<file path="src/rtl/cpu_pkg.sv">
// Shared register-file geometry and the write-port request type used by the
// writeback arbiter and its scoreboard.
package cpu_pkg;
  localparam int REG_IDX_W = 5;
  localparam int XLEN      = 32;
  localparam int NUM_REGS  = 32;

  typedef logic [REG_IDX_W-1:0] reg_idx_t;
  typedef logic [XLEN-1:0]      xword_t;

  typedef struct packed {
    logic     we;
    reg_idx_t waddr;
    xword_t   wdata;
  } wb_req_t;

  function automatic logic [NUM_REGS-1:0] idx_onehot(input reg_idx_t idx);
    return NUM_REGS'(1) << idx;
  endfunction
endpackage

</file>
<file path="src/rtl/wb_port_arbiter_if.sv">
// Bus bundle between the writeback arbiter and its neighbours: WB stage,
// decode (LU issue and hazard lookup), LU result path and register-file port.
interface wb_port_arbiter_if;
  import cpu_pkg::*;

  logic     pipe_we;
  reg_idx_t pipe_waddr;
  xword_t   pipe_wdata;
  logic     pipe_stall;

  logic     lu_issue_valid;
  reg_idx_t lu_issue_rd;
  logic     lu_issue_ready;

  logic     lu_res_valid;
  reg_idx_t lu_res_rd;
  xword_t   lu_res_data;
  logic     lu_res_ready;

  reg_idx_t dec_rs1, dec_rs2, dec_rd;
  logic     hz_rs1, hz_rs2, hz_rd;

  logic     rf_we;
  reg_idx_t rf_waddr;
  xword_t   rf_wdata;

  // Arbiter side
  modport slave (
    input  pipe_we, pipe_waddr, pipe_wdata,
    input  lu_issue_valid, lu_issue_rd,
    input  lu_res_valid, lu_res_rd, lu_res_data,
    input  dec_rs1, dec_rs2, dec_rd,
    output pipe_stall, lu_issue_ready, lu_res_ready,
    output hz_rs1, hz_rs2, hz_rd,
    output rf_we, rf_waddr, rf_wdata
  );

  // Pipeline / environment side
  modport master (
    output pipe_we, pipe_waddr, pipe_wdata,
    output lu_issue_valid, lu_issue_rd,
    output lu_res_valid, lu_res_rd, lu_res_data,
    output dec_rs1, dec_rs2, dec_rd,
    input  pipe_stall, lu_issue_ready, lu_res_ready,
    input  hz_rs1, hz_rs2, hz_rd,
    input  rf_we, rf_waddr, rf_wdata
  );
endinterface

</file>
<file path="src/rtl/wb_scoreboard.sv">
// Pending-destination mask and outstanding-op counter for the long-latency
// unit. Issue readiness looks only at registered state, so a drain in the
// same cycle never unblocks an issue early.
module wb_scoreboard
  import cpu_pkg::*;
#(
  parameter int MAX_OUTSTANDING = 2
) (
  input  logic     clk,
  input  logic     rst_n,
  input  logic     issue_valid,
  input  reg_idx_t issue_rd,
  output logic     issue_ready,
  input  logic     drain,
  input  reg_idx_t drain_rd,
  input  logic     discard,
  input  reg_idx_t dec_rs1,
  input  reg_idx_t dec_rs2,
  input  reg_idx_t dec_rd,
  output logic     hz_rs1,
  output logic     hz_rs2,
  output logic     hz_rd
);
  localparam int CNT_W = $clog2(MAX_OUTSTANDING + 1);

  logic [NUM_REGS-1:0] pending, set_mask, clr_mask;
  logic [CNT_W-1:0]    outstanding;
  logic                issue_fire, retire;

  assign issue_ready = !pending[issue_rd] && (outstanding < CNT_W'(MAX_OUTSTANDING));
  assign issue_fire  = issue_valid && issue_ready;
  assign retire      = drain || discard;

  assign hz_rs1 = (dec_rs1 != '0) && pending[dec_rs1];
  assign hz_rs2 = (dec_rs2 != '0) && pending[dec_rs2];
  assign hz_rd  = (dec_rd  != '0) && pending[dec_rd];

  // Build set/clear masks; a same-edge set of the drained index wins.
  always_comb begin
    set_mask = '0;
    clr_mask = '0;
    if (issue_fire && issue_rd != '0) set_mask = idx_onehot(issue_rd);
    if (drain) clr_mask = idx_onehot(drain_rd);
  end

  // Pending mask and outstanding count; issue plus retire leaves the count alone.
  always_ff @(posedge clk or negedge rst_n) begin
    if (!rst_n) begin
      pending     <= '0;
      outstanding <= '0;
    end else begin
      pending <= (pending & ~clr_mask) | set_mask;
      case ({issue_fire, retire})
        2'b10:   outstanding <= outstanding + CNT_W'(1);
        2'b01:   if (outstanding != '0) outstanding <= outstanding - CNT_W'(1);
        default: outstanding <= outstanding;
      endcase
    end
  end
endmodule

</file>
<file path="src/rtl/wb_port_arbiter.sv">
// Owns the register file write port. The WB stage always wins; a one-entry
// holding buffer parks LU results until the port is idle, and a wait counter
// forces a one-cycle WB bubble when a result has waited too long.
module wb_port_arbiter
  import cpu_pkg::*;
#(
  parameter int STARVE_LIMIT    = 4,
  parameter int MAX_OUTSTANDING = 2
) (
  input logic               clk,
  input logic               rst_n,
  wb_port_arbiter_if.slave  bus
);
  localparam int WAIT_W = (STARVE_LIMIT > 1) ? $clog2(STARVE_LIMIT) : 1;
  localparam logic [WAIT_W-1:0] WAIT_LAST = WAIT_W'(STARVE_LIMIT - 1);

  logic              pipe_act, drain, res_fire, res_load, res_discard;
  logic              buf_valid, stall;
  reg_idx_t          buf_rd;
  xword_t            buf_data;
  logic [WAIT_W-1:0] wait_cnt;
  wb_req_t           port;

  assign pipe_act    = bus.pipe_we && (bus.pipe_waddr != '0);
  assign drain       = buf_valid && !pipe_act;
  assign res_fire    = bus.lu_res_valid && !buf_valid;
  assign res_load    = res_fire && (bus.lu_res_rd != '0);
  assign res_discard = res_fire && (bus.lu_res_rd == '0);

  assign bus.lu_res_ready = !buf_valid;
  assign bus.pipe_stall   = stall;

  // Write-port mux: pipeline first, then the held LU result, else idle.
  always_comb begin
    port = '0;
    if (pipe_act) begin
      port = '{we: 1'b1, waddr: bus.pipe_waddr, wdata: bus.pipe_wdata};
    end else if (buf_valid) begin
      port = '{we: 1'b1, waddr: buf_rd, wdata: buf_data};
    end
  end

  assign bus.rf_we    = port.we;
  assign bus.rf_waddr = port.waddr;
  assign bus.rf_wdata = port.wdata;

  // Holding buffer: load only when empty, so drain and refill never share a cycle.
  always_ff @(posedge clk or negedge rst_n) begin
    if (!rst_n) begin
      buf_valid <= 1'b0;
      buf_rd    <= '0;
      buf_data  <= '0;
    end else if (drain) begin
      buf_valid <= 1'b0;
    end else if (res_load) begin
      buf_valid <= 1'b1;
      buf_rd    <= bus.lu_res_rd;
      buf_data  <= bus.lu_res_data;
    end
  end

  // Starvation timer: count waiting cycles, raise the stall after the last one.
  always_ff @(posedge clk or negedge rst_n) begin
    if (!rst_n) begin
      wait_cnt <= '0;
      stall    <= 1'b0;
    end else if (drain) begin
      wait_cnt <= '0;
      stall    <= 1'b0;
    end else if (buf_valid) begin
      if (wait_cnt == WAIT_LAST) stall <= 1'b1;
      else wait_cnt <= wait_cnt + WAIT_W'(1);
    end
  end

  wb_scoreboard #(.MAX_OUTSTANDING(MAX_OUTSTANDING)) u_sb (
    .clk         (clk),
    .rst_n       (rst_n),
    .issue_valid (bus.lu_issue_valid),
    .issue_rd    (bus.lu_issue_rd),
    .issue_ready (bus.lu_issue_ready),
    .drain       (drain),
    .drain_rd    (buf_rd),
    .discard     (res_discard),
    .dec_rs1     (bus.dec_rs1),
    .dec_rs2     (bus.dec_rs2),
    .dec_rd      (bus.dec_rd),
    .hz_rs1      (bus.hz_rs1),
    .hz_rs2      (bus.hz_rs2),
    .hz_rd       (bus.hz_rd)
  );

  // A WB write while stalled still wins the port, but it breaks the handshake.
  stall_protocol: assert property (@(posedge clk) disable iff (!rst_n) !(stall && pipe_act));
endmodule

</file>
<file path="src/flat_wrapper.sv">
// flat-port wrapper written by rule: the top's interface ports become plain ports
module wb_port_arbiter_flat import cpu_pkg::*;
#(
  parameter int STARVE_LIMIT    = 4,
  parameter int MAX_OUTSTANDING = 2
)
  (clk, rst_n, bus_pipe_we, bus_pipe_waddr, bus_pipe_wdata, bus_lu_issue_valid, bus_lu_issue_rd, bus_lu_res_valid, bus_lu_res_rd, bus_lu_res_data, bus_dec_rs1, bus_dec_rs2, bus_dec_rd, bus_pipe_stall, bus_lu_issue_ready, bus_lu_res_ready, bus_hz_rs1, bus_hz_rs2, bus_hz_rd, bus_rf_we, bus_rf_waddr, bus_rf_wdata);
  wb_port_arbiter_if bus_i ();
  input logic clk;
  input logic rst_n;
  input wire logic [$bits(bus_i.pipe_we)-1:0] bus_pipe_we;
  input wire logic [$bits(bus_i.pipe_waddr)-1:0] bus_pipe_waddr;
  input wire logic [$bits(bus_i.pipe_wdata)-1:0] bus_pipe_wdata;
  input wire logic [$bits(bus_i.lu_issue_valid)-1:0] bus_lu_issue_valid;
  input wire logic [$bits(bus_i.lu_issue_rd)-1:0] bus_lu_issue_rd;
  input wire logic [$bits(bus_i.lu_res_valid)-1:0] bus_lu_res_valid;
  input wire logic [$bits(bus_i.lu_res_rd)-1:0] bus_lu_res_rd;
  input wire logic [$bits(bus_i.lu_res_data)-1:0] bus_lu_res_data;
  input wire logic [$bits(bus_i.dec_rs1)-1:0] bus_dec_rs1;
  input wire logic [$bits(bus_i.dec_rs2)-1:0] bus_dec_rs2;
  input wire logic [$bits(bus_i.dec_rd)-1:0] bus_dec_rd;
  output wire logic [$bits(bus_i.pipe_stall)-1:0] bus_pipe_stall;
  output wire logic [$bits(bus_i.lu_issue_ready)-1:0] bus_lu_issue_ready;
  output wire logic [$bits(bus_i.lu_res_ready)-1:0] bus_lu_res_ready;
  output wire logic [$bits(bus_i.hz_rs1)-1:0] bus_hz_rs1;
  output wire logic [$bits(bus_i.hz_rs2)-1:0] bus_hz_rs2;
  output wire logic [$bits(bus_i.hz_rd)-1:0] bus_hz_rd;
  output wire logic [$bits(bus_i.rf_we)-1:0] bus_rf_we;
  output wire logic [$bits(bus_i.rf_waddr)-1:0] bus_rf_waddr;
  output wire logic [$bits(bus_i.rf_wdata)-1:0] bus_rf_wdata;
  assign bus_i.pipe_we = bus_pipe_we;
  assign bus_i.pipe_waddr = bus_pipe_waddr;
  assign bus_i.pipe_wdata = bus_pipe_wdata;
  assign bus_i.lu_issue_valid = bus_lu_issue_valid;
  assign bus_i.lu_issue_rd = bus_lu_issue_rd;
  assign bus_i.lu_res_valid = bus_lu_res_valid;
  assign bus_i.lu_res_rd = bus_lu_res_rd;
  assign bus_i.lu_res_data = bus_lu_res_data;
  assign bus_i.dec_rs1 = bus_dec_rs1;
  assign bus_i.dec_rs2 = bus_dec_rs2;
  assign bus_i.dec_rd = bus_dec_rd;
  assign bus_pipe_stall = bus_i.pipe_stall;
  assign bus_lu_issue_ready = bus_i.lu_issue_ready;
  assign bus_lu_res_ready = bus_i.lu_res_ready;
  assign bus_hz_rs1 = bus_i.hz_rs1;
  assign bus_hz_rs2 = bus_i.hz_rs2;
  assign bus_hz_rd = bus_i.hz_rd;
  assign bus_rf_we = bus_i.rf_we;
  assign bus_rf_waddr = bus_i.rf_waddr;
  assign bus_rf_wdata = bus_i.rf_wdata;
  wb_port_arbiter #(.STARVE_LIMIT(STARVE_LIMIT), .MAX_OUTSTANDING(MAX_OUTSTANDING)) u_core (.clk(clk), .rst_n(rst_n), .bus(bus_i));
endmodule
</file>
<file path="config.mk">
export PLATFORM = sky130hd
export DESIGN_NAME = wb_port_arbiter_flat
export DESIGN_NICKNAME = d
export VERILOG_FILES = /design/src/rtl/cpu_pkg.sv /design/src/rtl/wb_port_arbiter_if.sv /design/src/rtl/wb_scoreboard.sv /design/src/rtl/wb_port_arbiter.sv /design/src/flat_wrapper.sv
export SDC_FILE = /design/constraint.sdc
export NUM_CORES = 1
export LEC_CHECK = 0
export CAP_MARGIN = 40
export CORE_AREA = 2 2 102 104
export CTS_CLUSTER_SIZE = 28
export DETAILED_ROUTE_END_ITERATION = 10
export DIE_AREA = 0 0 104 106
export GPL_TIMING_DRIVEN = 0
export PLACE_DENSITY = 0.83
export SYNTH_ARGS = -nofsm -noshare
export SYNTH_HDL_FRONTEND = slang
export SYNTH_SLANG_ARGS = --single-unit
</file>
<file path="constraint.sdc">
create_clock -name clk -period 5.1 [get_ports clk]
set_clock_uncertainty 0.2 [all_clocks]
set_input_delay 1.53 -clock clk [delete_from_list [all_inputs] [get_ports clk]]
set_output_delay 1.53 -clock clk [all_outputs]
set_load 0.01 [all_outputs]
</file>
; ---- Yosys cells after proc, flatten, opt, wreduce, memory -nomap -nowiden
; Index checks and enable logic that the tools add are counted.
[totals]
ff_bits = 75
inputBits = 99
output_inout_bits = 44
wordCells = 79
[op_classes]
addsub = 3
magnitude_cmp = 5
n_eq_ne = 5
n_shift = 2
muxes = 22
bitwise = 4
n_reduce_logical = 31
[ops]
columns = operator, count
row1 = 2-to-1 mux 38 bit, 2
row2 = 2-to-1 mux 32 bit, 2
row3 = "left shift 1 x 5 -> 32 bit, first input constant", 2
row4 = bitwise AND 32 bit, 1
row5 = NOT 32 bit, 1
row6 = OR 32 bit, 1
row7 = nonzero test 5 bit, 6
row8 = "less-than comparator 5 x 6 -> 1 bit, second input constant", 4
row9 = binary-select mux 1 bit (select 5 bit), 4
row10 = logical AND 1 bit, 11
row11 = nonzero test 2 bit, 5
row12 = 2-to-1 mux 1 bit, 9
row13 = 2-to-1 mux 2 bit, 4
row14 = AND reduction 2 bit, 4
row15 = zero test 5 bit, 1
row16 = "adder 2 x 1 -> 2 bit, second input constant", 2
row17 = "equality test 2 bit, second input constant", 2
row18 = "!= test 2 bit, second input constant", 2
row19 = one-hot mux 2 bit (2 select lines), 1
row20 = zero test 1 bit, 3
row21 = "equality test 2 x 1 -> 1 bit, second input constant", 1
row22 = "less-than comparator 2 bit, second input constant", 1
row23 = "subtractor 2 x 1 -> 2 bit, second input constant", 1
row24 = logical OR 1 bit, 1
row25 = NOT 1 bit, 1

; ---- Depth between registers and ports, before layout
; Gate-level depths: netlist of the first run.
[depth]
depth_word = 8
mapped_depth = 9
mapped_depth_nobuf = 6

; ---- Hierarchy
; From an unflattened synthesis of the first run, not the netlist that was laid out.
[unflattened]
cells_unflattened = 450
hier_area_um2 = 4977.3
[modules_own_cells]
columns = mod, instances, cells_per_inst, area_each_um2, seq_area_each_um2
row1 = wb_scoreboard, 1, 236, 2568.7, 850.8
row2 = wb_port_arbiter, 1, 214, 2408.6, 1026.0

; ---- Least setup slack after synthesis of the first run
; OpenSTA, ideal clock, no wires.
[synth_path]
path_type = input port to output port
from = input port bus_dec_rd[1]
to = output port bus_hz_rd
arrival_time_ps = 3023
t_required_ps = 3370
slack_ps = 347
cell_stages = 6
n_path_buf = 1
path_cell_list = clkbuf_1 -> mux2_2 -> nand2_1 -> o21ai_0 -> mux4_2 -> mux2_2
[synth_via]
elab_chain_len = 3
elab_cells_between_ends = 4
cone_classes = mux (2) / reduce/logical (2)
[synth_lines]
columns = element, line
row1 = start: declaration, flat_wrapper.sv:21  ; input wire logic [$bits(bus_i.dec_rd)-1:0] bus_dec_rd;
row2 = binary-select mux 1 bit (select 5 bit), wb_scoreboard.sv:36  ; assign hz_rd = (dec_rd != '0) && pending[dec_rd];
row3 = 2-to-1 mux 1 bit (implied by the code), wb_scoreboard.sv:36
row4 = logical AND 1 bit *, wb_scoreboard.sv:36
row5 = end: declaration, flat_wrapper.sv:27  ; output wire logic [$bits(bus_i.hz_rd)-1:0] bus_hz_rd;
; Every way passes the cells marked *; elsewhere a longest branch is shown, timed or not. The select of a mux whose other input is x is not followed.

; ---- Worst setup path after layout of the first run
[layout_path]
from = input port bus_pipe_waddr[2]
to = output port bus_rf_waddr[1]
[layout_via]
elab_chain_len = 3
[layout_lines]
columns = element, line
row1 = start: declaration, flat_wrapper.sv:12  ; input wire logic [$bits(bus_i.pipe_waddr)-1:0] bus_pipe_waddr;
row2 = nonzero test 5 bit, wb_port_arbiter.sv:24  ; assign pipe_act = bus.pipe_we && (bus.pipe_waddr != '0);
row3 = logical AND 1 bit, wb_port_arbiter.sv:24
row4 = 2-to-1 mux 38 bit, wb_port_arbiter.sv:36  ; if (pipe_act) begin
row5 = end: declaration, flat_wrapper.sv:29  ; output wire logic [$bits(bus_i.rf_waddr)-1:0] bus_rf_waddr;
; Every way passes these cells.

==> impl_results.md, run 1 <==
- Crit path cell chain: dlygate4sd2_1 -> or3_4 -> o31ai_4 -> buf_4 -> nand3_1 -> nand2_1 -> clkdlybuf4s50_1
- Most used DFF post-synth: dfrtp_1
- Vias in the first global route: 4660
- Design area: 6530 um2
- Initial antenna violation count: 0
- H-tree levels: 3
- CP max stage cell: clkdlybuf4s50_1
- DPL Wire Length: 10400 um
- Register Area: 1880 um2
- Max_cap viols: 0
- Area Overhead vs Synth: 39.4%
- Leak Pwr: 2.85 nW
- Synthesized area per cell: 10.0 um2
- Setup-failing EPs final: 0
- Fmax: 199 MHz
- Largest net degree at the start of global routing: 60
- Drt drc: 0
- Worst vdd rail ir drop: 0.172 mV
- Full die area: 11000 um2
- CTS tree: built
- Detail-routed net length per standard cell: 18.6 um
- Total global routing overflow: 0
- Crit start category: input port
- Post-DR vias/cell: 5.83
- Total clock sinks: 75
- GRT Util Overall: 26.9%
- Status: complete, no violations
- Clk_lat worst skew: 360 ps
- Min cycle time layout: 5020 ps
- CP endpoint kind: output port
- Final GP Congestion: 0.885
- Hold Fails Final Rpt: 0
- ANT nets after route: 0
- CTS root buf: clkbuf_8
- Pre-Repair DR Iteration Count: 5
- Share of cells above drive strength 1: 23.1%
- Crit path largest cell delay: 540 ps
- Register bit total from synthesis: 75
- Overall power: 2.36 mW
- Core Util, Final: 65.3%
- Syn_nets: 568
- DP Area: 6220 um2
- # fillers: 801
- Data arrival, critical path: 3290 ps
- WS Path Type: in -> out
- Unrepaired setup endpoints after global routing: no
- Rel. slew slack: 67.3%
- Die X: 104 um
- Clk pin slew, worst setup/hold paths: 80 ps
- Max Transition Viols Final: 0
- # diodes: 0
- Synth cell types: 43
- WL final: 14200 um
- Crit-path max FO: 2
- Cts bufs inserted: 9
- Detailed router's first-iteration violation count: 291
- WHS: 313 ps
- Final period utilization: 98.5%
- I/O pin count: 143
- EDFF count, synth: 0
- Ys Warns: 0
- Worst hold path type: reg -> reg
- Core area: 10000 um2
- Most common cell after layout, fill and taps aside: nand2_1
- Dpl cells: 739
- PortBufs: 134
- Final Non-Filler Cells: 764
- Commonest cells after routing, fill and taps aside: nand2_1 (102), clkdlybuf4s50_1 (85), dfrtp_1 (75), o21ai_0 (53), mux2_2 (39)
- Final #Nets: 723
- Initial core utilization: 46.9%
- Fraction of registers with async set/reset: 100%
- Post-Syn Area: 4690 um2
- Placement Rows: 37
- Vias after detailed routing: 4455
- Power per cell area: 362 nW/um2
- Area of the multi-input gates: 2660 um2
- Clk buf depth: 2
- First-pass GRT wire length: 23500 um
- Worst slew pin tran: 490 ps
- Cells after synthesis: 468
- WP data required: 3370 ps
- Die Y: 106 um
- Seq/Total Area, Yosys: 40.1%
## critical path: cells and delay by family
kind | cells | cell delay (ps)
AND/OR/NAND/NOR | 3 | 600
buffers and inverters | 3 | 950
AO/OA/AOI/OAI | 1 | 210
## cell usage after synthesis, types with 2 or more instances
library cell / instances / area [um2]
a21oi_1: 6 / 30.0
a22o_1: 2 / 17.5
a22oi_1: 2 / 15.0
a32o_1: 2 / 20.0
and3_1: 2 / 12.5
buf_2: 12 / 60.1
buf_4: 3 / 22.5
buf_6: 2 / 22.5
clkbuf_1: 16 / 60.1
dfrtp_1: 75 / 1880
mux2_2: 39 / 439
mux2i_1: 13 / 130
mux4_2: 29 / 653
nand2_1: 102 / 383
nand2b_1: 2 / 12.5
nand3_1: 38 / 190
nand3_4: 2 / 35.0
nand3b_1: 5 / 37.5
nand4_1: 2 / 12.5
nor2_1: 12 / 45.0
nor2b_1: 6 / 37.5
nor3_1: 4 / 20.0
o21ai_0: 55 / 275
o21ai_1: 17 / 85.1
or3_1: 2 / 12.5
## registers in the layout, summed over array words and instances (netlist names)
name	count
u_core.u_sb.pending	32
u_core.buf_valid	1
u_core.u_sb.outstanding	2
u_core.bus.pipe_stall	1
u_core.wait_cnt	2
u_core.buf_data	32
u_core.buf_rd	5
## final timing paths
check,startpoint,end,slack (ps),cells past startpoint
max,bus_pipe_waddr[2],bus_rf_waddr[1],80,7
min,u_core.buf_data[4]$_DFFE_PN0P_,u_core.buf_data[4]$_DFFE_PN0P_,310,1
max reg2reg,u_core.buf_valid$_DFFE_PN0P_,u_core.buf_data[22]$_DFFE_PN0P_,2870,6
min reg2reg,u_core.buf_data[4]$_DFFE_PN0P_,u_core.buf_data[4]$_DFFE_PN0P_,310,1
max in group asynchronous,rst_n,u_core.buf_data[1]$_DFFE_PN0P_,3320,2
min in group asynchronous,rst_n,u_core.u_sb.pending[4]$_DFF_PN0_,820,1
## cell type report
type                       instances  share of cell area [%]
clock buffer                       9                    1.90
sequential                        75                    28.7
timing repair buffer             145                    20.9
tap                              136                    2.60
multi-input combinational        358                    40.7
inverter                           1                  0.0574
buffer                            33                    3.79
clock inverter                     7                    1.42
## power breakdown
group,internal (mW),total (mW),switching [mW]
Clock,0.274,0.508,0.234
Sequential,0.780,0.978,0.198
Combinational,0.493,0.877,0.384
Total,1.55,2.36,0.816
## routing by layer
layer  vias to the layer above  wire (um)  track usage, %
met5                         -          0               0
met4                         0        324            10.2
met3                        30       1390            6.56
met2                       239       7180            47.0
met1                      2176       5300            32.2
li1                       2010          -               -
## repair_timing
action                                  4_1_cts  5_1_grt
hold endpoints to repair                      0        0
endpoints found under the setup margin       42       13
gates resized for setup                     124        7
setup buffers                                10        0
pin swaps                                    10        3
hold buffers                                  0        0
gates cloned                                  1        0
## logic make-up (layout without fill, tap and decap cells)
kind of cell,count (synthesis),count (layout),share of synthesized area [%]
mux,81,81,26.1
flops,75,75,40.1
xor+xnor,1,1,0.187
compound gates,88,88,10.2
simple gates,187,187,19.4
buf+inv,35,195,3.77
fa+ha+maj,1,1,0.267
## per-stage QoR
step | TNS [ps] | setup slack [ps]
after global routing | 0 | 12.6
after detailed placement | -20470 | -605
after floorplan | 0 | 347
after CTS | 0 | 0.686
final | 0 | 75.2
after global placement | -35690 | -530
Note: power is estimated with default switching activity, not from simulation.
==> inputs of run 2 (changes only) <==
Settings changed: PLACE_DENSITY 0.83 to 0.81, SETUP_SLACK_MARGIN set to 0.2.
==> impl_results.md, run 2 (same netlist as run 1, synthesis figures left out) <==
- Status: complete, no violations
- Unrepaired setup endpoints after global routing: yes
- Drt drc: 0
- Sequential share of power: 41.1%
- Worst hold path type: reg -> reg
- # fillers: 786
- Power per cell area: 360 nW/um2
- Core area: 10000 um2
- Clk_lat worst skew: 350 ps
- Dpl cells: 739
- Max_cap viols: 0
- Full die area: 11000 um2
- GRT Util Overall: 26.3%
- Fmax: 205 MHz
- PortBufs: 134
- Rel. slew slack: 54.4%
- Most common cell after layout, fill and taps aside: nand2_1
- # diodes: 0
- Vias after detailed routing: 4424
- WHS: 299 ps
- H-tree levels: 3
- Final period utilization: 95.6%
- Placement Rows: 37
- Clk pwr share: 21.3%
- Logic pwr share: 37.6%
- ANT nets after route: 0
- Total global routing overflow: 0
- Commonest cells after routing, fill and taps aside: nand2_1 (101), clkdlybuf4s50_1 (84), dfrtp_1 (75), o21ai_0 (54), mux2_2 (38)
- CTS tree: built
- Worst vdd rail ir drop: 0.196 mV
- Largest net degree at the start of global routing: 55
- Share of cells above drive strength 1: 29.0%
- Detailed router's first-iteration violation count: 299
- WL final: 14300 um
- Largest regs: u_core.buf_data x32, u_core.u_sb.pending x32, u_core.buf_rd x5
- Final GP Congestion: 0.864
- Final Non-Filler Cells: 767
- Vias in the first global route: 4561
- WP data required: 3370 ps
- Overall power: 2.39 mW
- Initial core utilization: 46.9%
- Clk buf depth: 2
- WS Path Type: in -> out
- Switching Fraction: 34.7%
- Register Area: 1880 um2
- Post-DR vias/cell: 5.77
- Setup-failing EPs final: 0
- Max Transition Viols Final: 0
- Setup TNS: 0 ps
- Area of the multi-input gates: 2740 um2
- Initial antenna violation count: 0
- Internal: 1.56 mW
- First-pass GRT wire length: 23100 um
- DPL Wire Length: 10300 um
- Area Overhead vs Synth: 41.9%
- Die Y: 106 um
- CP endpoint kind: output port
- Worst slew pin tran: 684 ps
- Crit-path max FO: 4
- Crit start category: input port
- I/O pin count: 143
- Final #Nets: 726
- Hold Fails Final Rpt: 0
- Clk pin slew, worst setup/hold paths: 70 ps
- Detail-routed net length per standard cell: 18.6 um
- Switching power: 0.830 mW
- Cts bufs inserted: 9
- Min cycle time layout: 4880 ps
- Die X: 104 um
- Pre-Repair DR Iteration Count: 5
- Total clock sinks: 75
- Data arrival, critical path: 3150 ps
- CTS root buf: clkbuf_8
- Leak Pwr: 2.85 nW
-- run 2: changes by cell type in the layout (fill, tap and decap cells not counted), moves of 4 or more --
cell           change
dlygate4sd2_1     -23
nand3_1            -8
clkbuf_4           -4
buf_2             +17
clkbuf_2           +6
buf_8              +5
nand3_2            +5
-- run 2: power by group through the flow --
stage / clock (mW) / combinational, mW / sequential, mW
2_1_floorplan: 0 / 0.580 / 0.904
3_3_place_gp: 0 / 0.856 / 0.953
3_5_place_dp: 0 / 0.888 / 0.975
4_1_cts: 0.515 / 0.887 / 0.968
5_1_grt: 0.541 / 0.978 / 1.01
6_report: 0.511 / 0.898 / 0.983
-- run 2: metrics by stage --
step           utilization [%]  setup slack (ps)  cell area, um2
2_1_floorplan                -               347            4690
3_3_place_gp              62.0              -592            6200
3_5_place_dp              62.2              -608            6220
4_1_cts                   66.2               200            6620
5_1_grt                   66.5               147            6650
6_report                  66.5               223            6650
-- run 2: final cells by class --
| type | instances | area share (%) |
|---|---|---|
| tap | 136 | 2.56 |
| sequential | 75 | 28.2 |
| clock inverter | 6 | 1.34 |
| buffer | 34 | 4.55 |
| timing repair buffer | 147 | 20.2 |
| clock buffer | 10 | 1.92 |
| inverter | 1 | 0.0565 |
| multi-input combinational | 358 | 41.2 |
-- run 2: final timing paths --
check	from	end	slack, ps	depth (start not counted)
setup / recovery	bus_pipe_waddr[4]	bus_rf_waddr[4]	220	8
hold / removal	u_core.u_sb.pending[0]$_DFF_PN0_	u_core.u_sb.pending[0]$_DFF_PN0_	300	1
setup reg to reg	u_core.buf_valid$_DFFE_PN0P_	u_core.buf_data[21]$_DFFE_PN0P_	2860	6
hold reg to reg	u_core.u_sb.pending[0]$_DFF_PN0_	u_core.u_sb.pending[0]$_DFF_PN0_	300	1
max in group asynchronous	rst_n	u_core.u_sb.pending[8]$_DFF_PN0_	3250	2
min in group asynchronous	rst_n	u_core.u_sb.pending[27]$_DFF_PN0_	870	1
-- run 2: critical path, stage by stage --
cell	delay [ps]
clkdlybuf4s15_1	180
or3_4	390
o31ai_4	210
buf_6	150
buf_4	120
buf_4	120
a32o_1	170
clkdlybuf4s15_1	270
-- run 2: layer usage --
layer,part of all wire [%],GRT usage [%]
met2,51,46.3
met3,8.9,7.97
met5,0,0
met1,38,32.1
met4,1.6,5.41
-- run 2: timing repair --
item	in CTS	in global routing
gates cloned	2	0
gates resized for setup	198	29
endpoints found under the hold margin	0	0
pin swaps	22	9
setup buffers	9	1
setup endpoints to repair	42	29
hold buffers	0	0
==> inputs of run 3 (changes only) <==
Settings changed: CAP_MARGIN 40 to 5.
==> impl_results.md, run 3 (same netlist as run 1, synthesis figures left out) <==
- Clk pin slew, worst setup/hold paths: 70 ps
- DP Worst Slack: -608 ps
- Fmax: 205 MHz
- Final GP Congestion: 0.864
- ANT nets after route: 0
- First-pass GRT wire length: 23100 um
- Min setup slack post-route: 223 ps
- Area of the multi-input gates: 2740 um2
- Clk_lat worst skew: 350 ps
- Full die area: 11000 um2
- WS Path Type: in -> out
- Crit start category: input port
- WL final: 14300 um
- Crit-path max FO: 4
- Largest net degree at the start of global routing: 55
- DPL Wire Length: 10300 um
- Total clock sinks: 75
- # fillers: 786
- Overall power: 2.39 mW
- Data arrival, critical path: 3150 ps
- Worst hold path type: reg -> reg
- CTS tree: built
- Post-DR vias/cell: 5.77
- Die X: 104 um
- Detailed router's first-iteration violation count: 299
- WP data required: 3370 ps
- Initial core utilization: 46.9%
- PortBufs: 134
- Largest regs: u_core.buf_data x32, u_core.u_sb.pending x32, u_core.buf_rd x5
- Max_cap viols: 0
- Launch point of the worst path: bus_pipe_waddr[4]
- Final period utilization: 95.6%
- Hold path start: u_core.u_sb.pending[0]$_DFF_PN0_
- Vias after detailed routing: 4424
- Placement Rows: 37
- GRT Util Overall: 26.3%
- Min-Delay Endpoint: u_core.u_sb.pending[0]$_DFF_PN0_
- # diodes: 0
- Worst vdd rail ir drop: 0.196 mV
- Unrepaired setup endpoints after global routing: yes
- Leak Pwr: 2.85 nW
- Commonest cells after routing, fill and taps aside: nand2_1 (101), clkdlybuf4s50_1 (84), dfrtp_1 (75), o21ai_0 (54), mux2_2 (38)
- R2R Setup Slk: 2860 ps
- Vias in the first global route: 4561
- Status: complete, no violations
- Register Area: 1880 um2
- CP endpoint kind: output port
- Die Y: 106 um
- Hold Fails Final Rpt: 0
- Initial antenna violation count: 0
- Core area: 10000 um2
- FF-to-FF End: u_core.buf_data[21]$_DFFE_PN0P_
- R2R cell count: 6
- Share of cells above drive strength 1: 29.0%
- Most common cell after layout, fill and taps aside: nand2_1
- CTS root buf: clkbuf_8
- Drt drc: 0
- Clk buf depth: 2
- Min cycle time layout: 4880 ps
- Rel. slew slack: 54.4%
- Setup-failing EPs final: 0
- Pre-Repair DR Iteration Count: 5
- Hold path depth: 1
- H-tree levels: 3
- Max Transition Viols Final: 0
- Detail-routed net length per standard cell: 18.6 um
- Power per cell area: 360 nW/um2
- Cts bufs inserted: 9
- Total global routing overflow: 0
- I/O pin count: 143
- Final #Nets: 726
- Worst slew pin tran: 684 ps
- RR Startpoint: u_core.buf_valid$_DFFE_PN0P_
- Area Overhead vs Synth: 41.9%
## run 3: cell counts in the layout (fill, tap and decap cells not counted)
No cell type changed its count.
## run 3: worst max-delay path, cell delays in order
cell and delay [ps]:
clkdlybuf4s15_1 180, or3_4 390, o31ai_4 210, buf_6 150, buf_4 120, buf_4 120
a32o_1 170, clkdlybuf4s15_1 270
## run 3: final cells by class
type | count | share of cell area, %
sequential | 75 | 28.2
multi-input combinational | 358 | 41.2
timing repair buffer | 147 | 20.2
tap | 136 | 2.56
clock inverter | 6 | 1.34
clock buffer | 10 | 1.92
buffer | 34 | 4.55
inverter | 1 | 0.0565
## run 3: worst max-delay path by stage
stage               depth (start not counted)          endpoint
CTS                                         8   bus_rf_waddr[4]
detailed placement                          8  bus_rf_wdata[19]
finish                                      8   bus_rf_waddr[4]
global placement                            8  bus_rf_wdata[19]
floorplan                                   6         bus_hz_rd
global route                               10  bus_rf_wdata[13]
## run 3: what timing repair did
action | CTS | global route
setup buffers | 9 | 1
hold buffers | 0 | 0
gates cloned | 2 | 0
setup endpoints to repair | 42 | 29
pin swaps | 22 | 9
resized for setup | 198 | 29
## run 3: metrics by stage
step	instances	utilization [%]	instance area, um2	hold WS, ps	TNS (ps)
3_5_place_dp	739	62.2	6220	273	-18880
3_3_place_gp	738	62.0	6200	277	-34480
2_1_floorplan	468	-	4690	253	0
6_report	767	66.5	6650	299	0
4_1_cts	766	66.2	6620	299	0
5_1_grt	767	66.5	6650	329	0
## run 3: power breakdown
part / internal [mW] / total [mW] / switching [mW]
logic: 0.504 / 0.898 / 0.394
clock network: 0.277 / 0.511 / 0.234
registers: 0.780 / 0.983 / 0.203
total: 1.56 / 2.39 / 0.830
## run 3: per-layer routing
layer	wire (um)	GRT usage, %
met5	0	0
met4	233	5.41
met3	1270	7.97
met2	7300	46.3
met1	5480	32.1
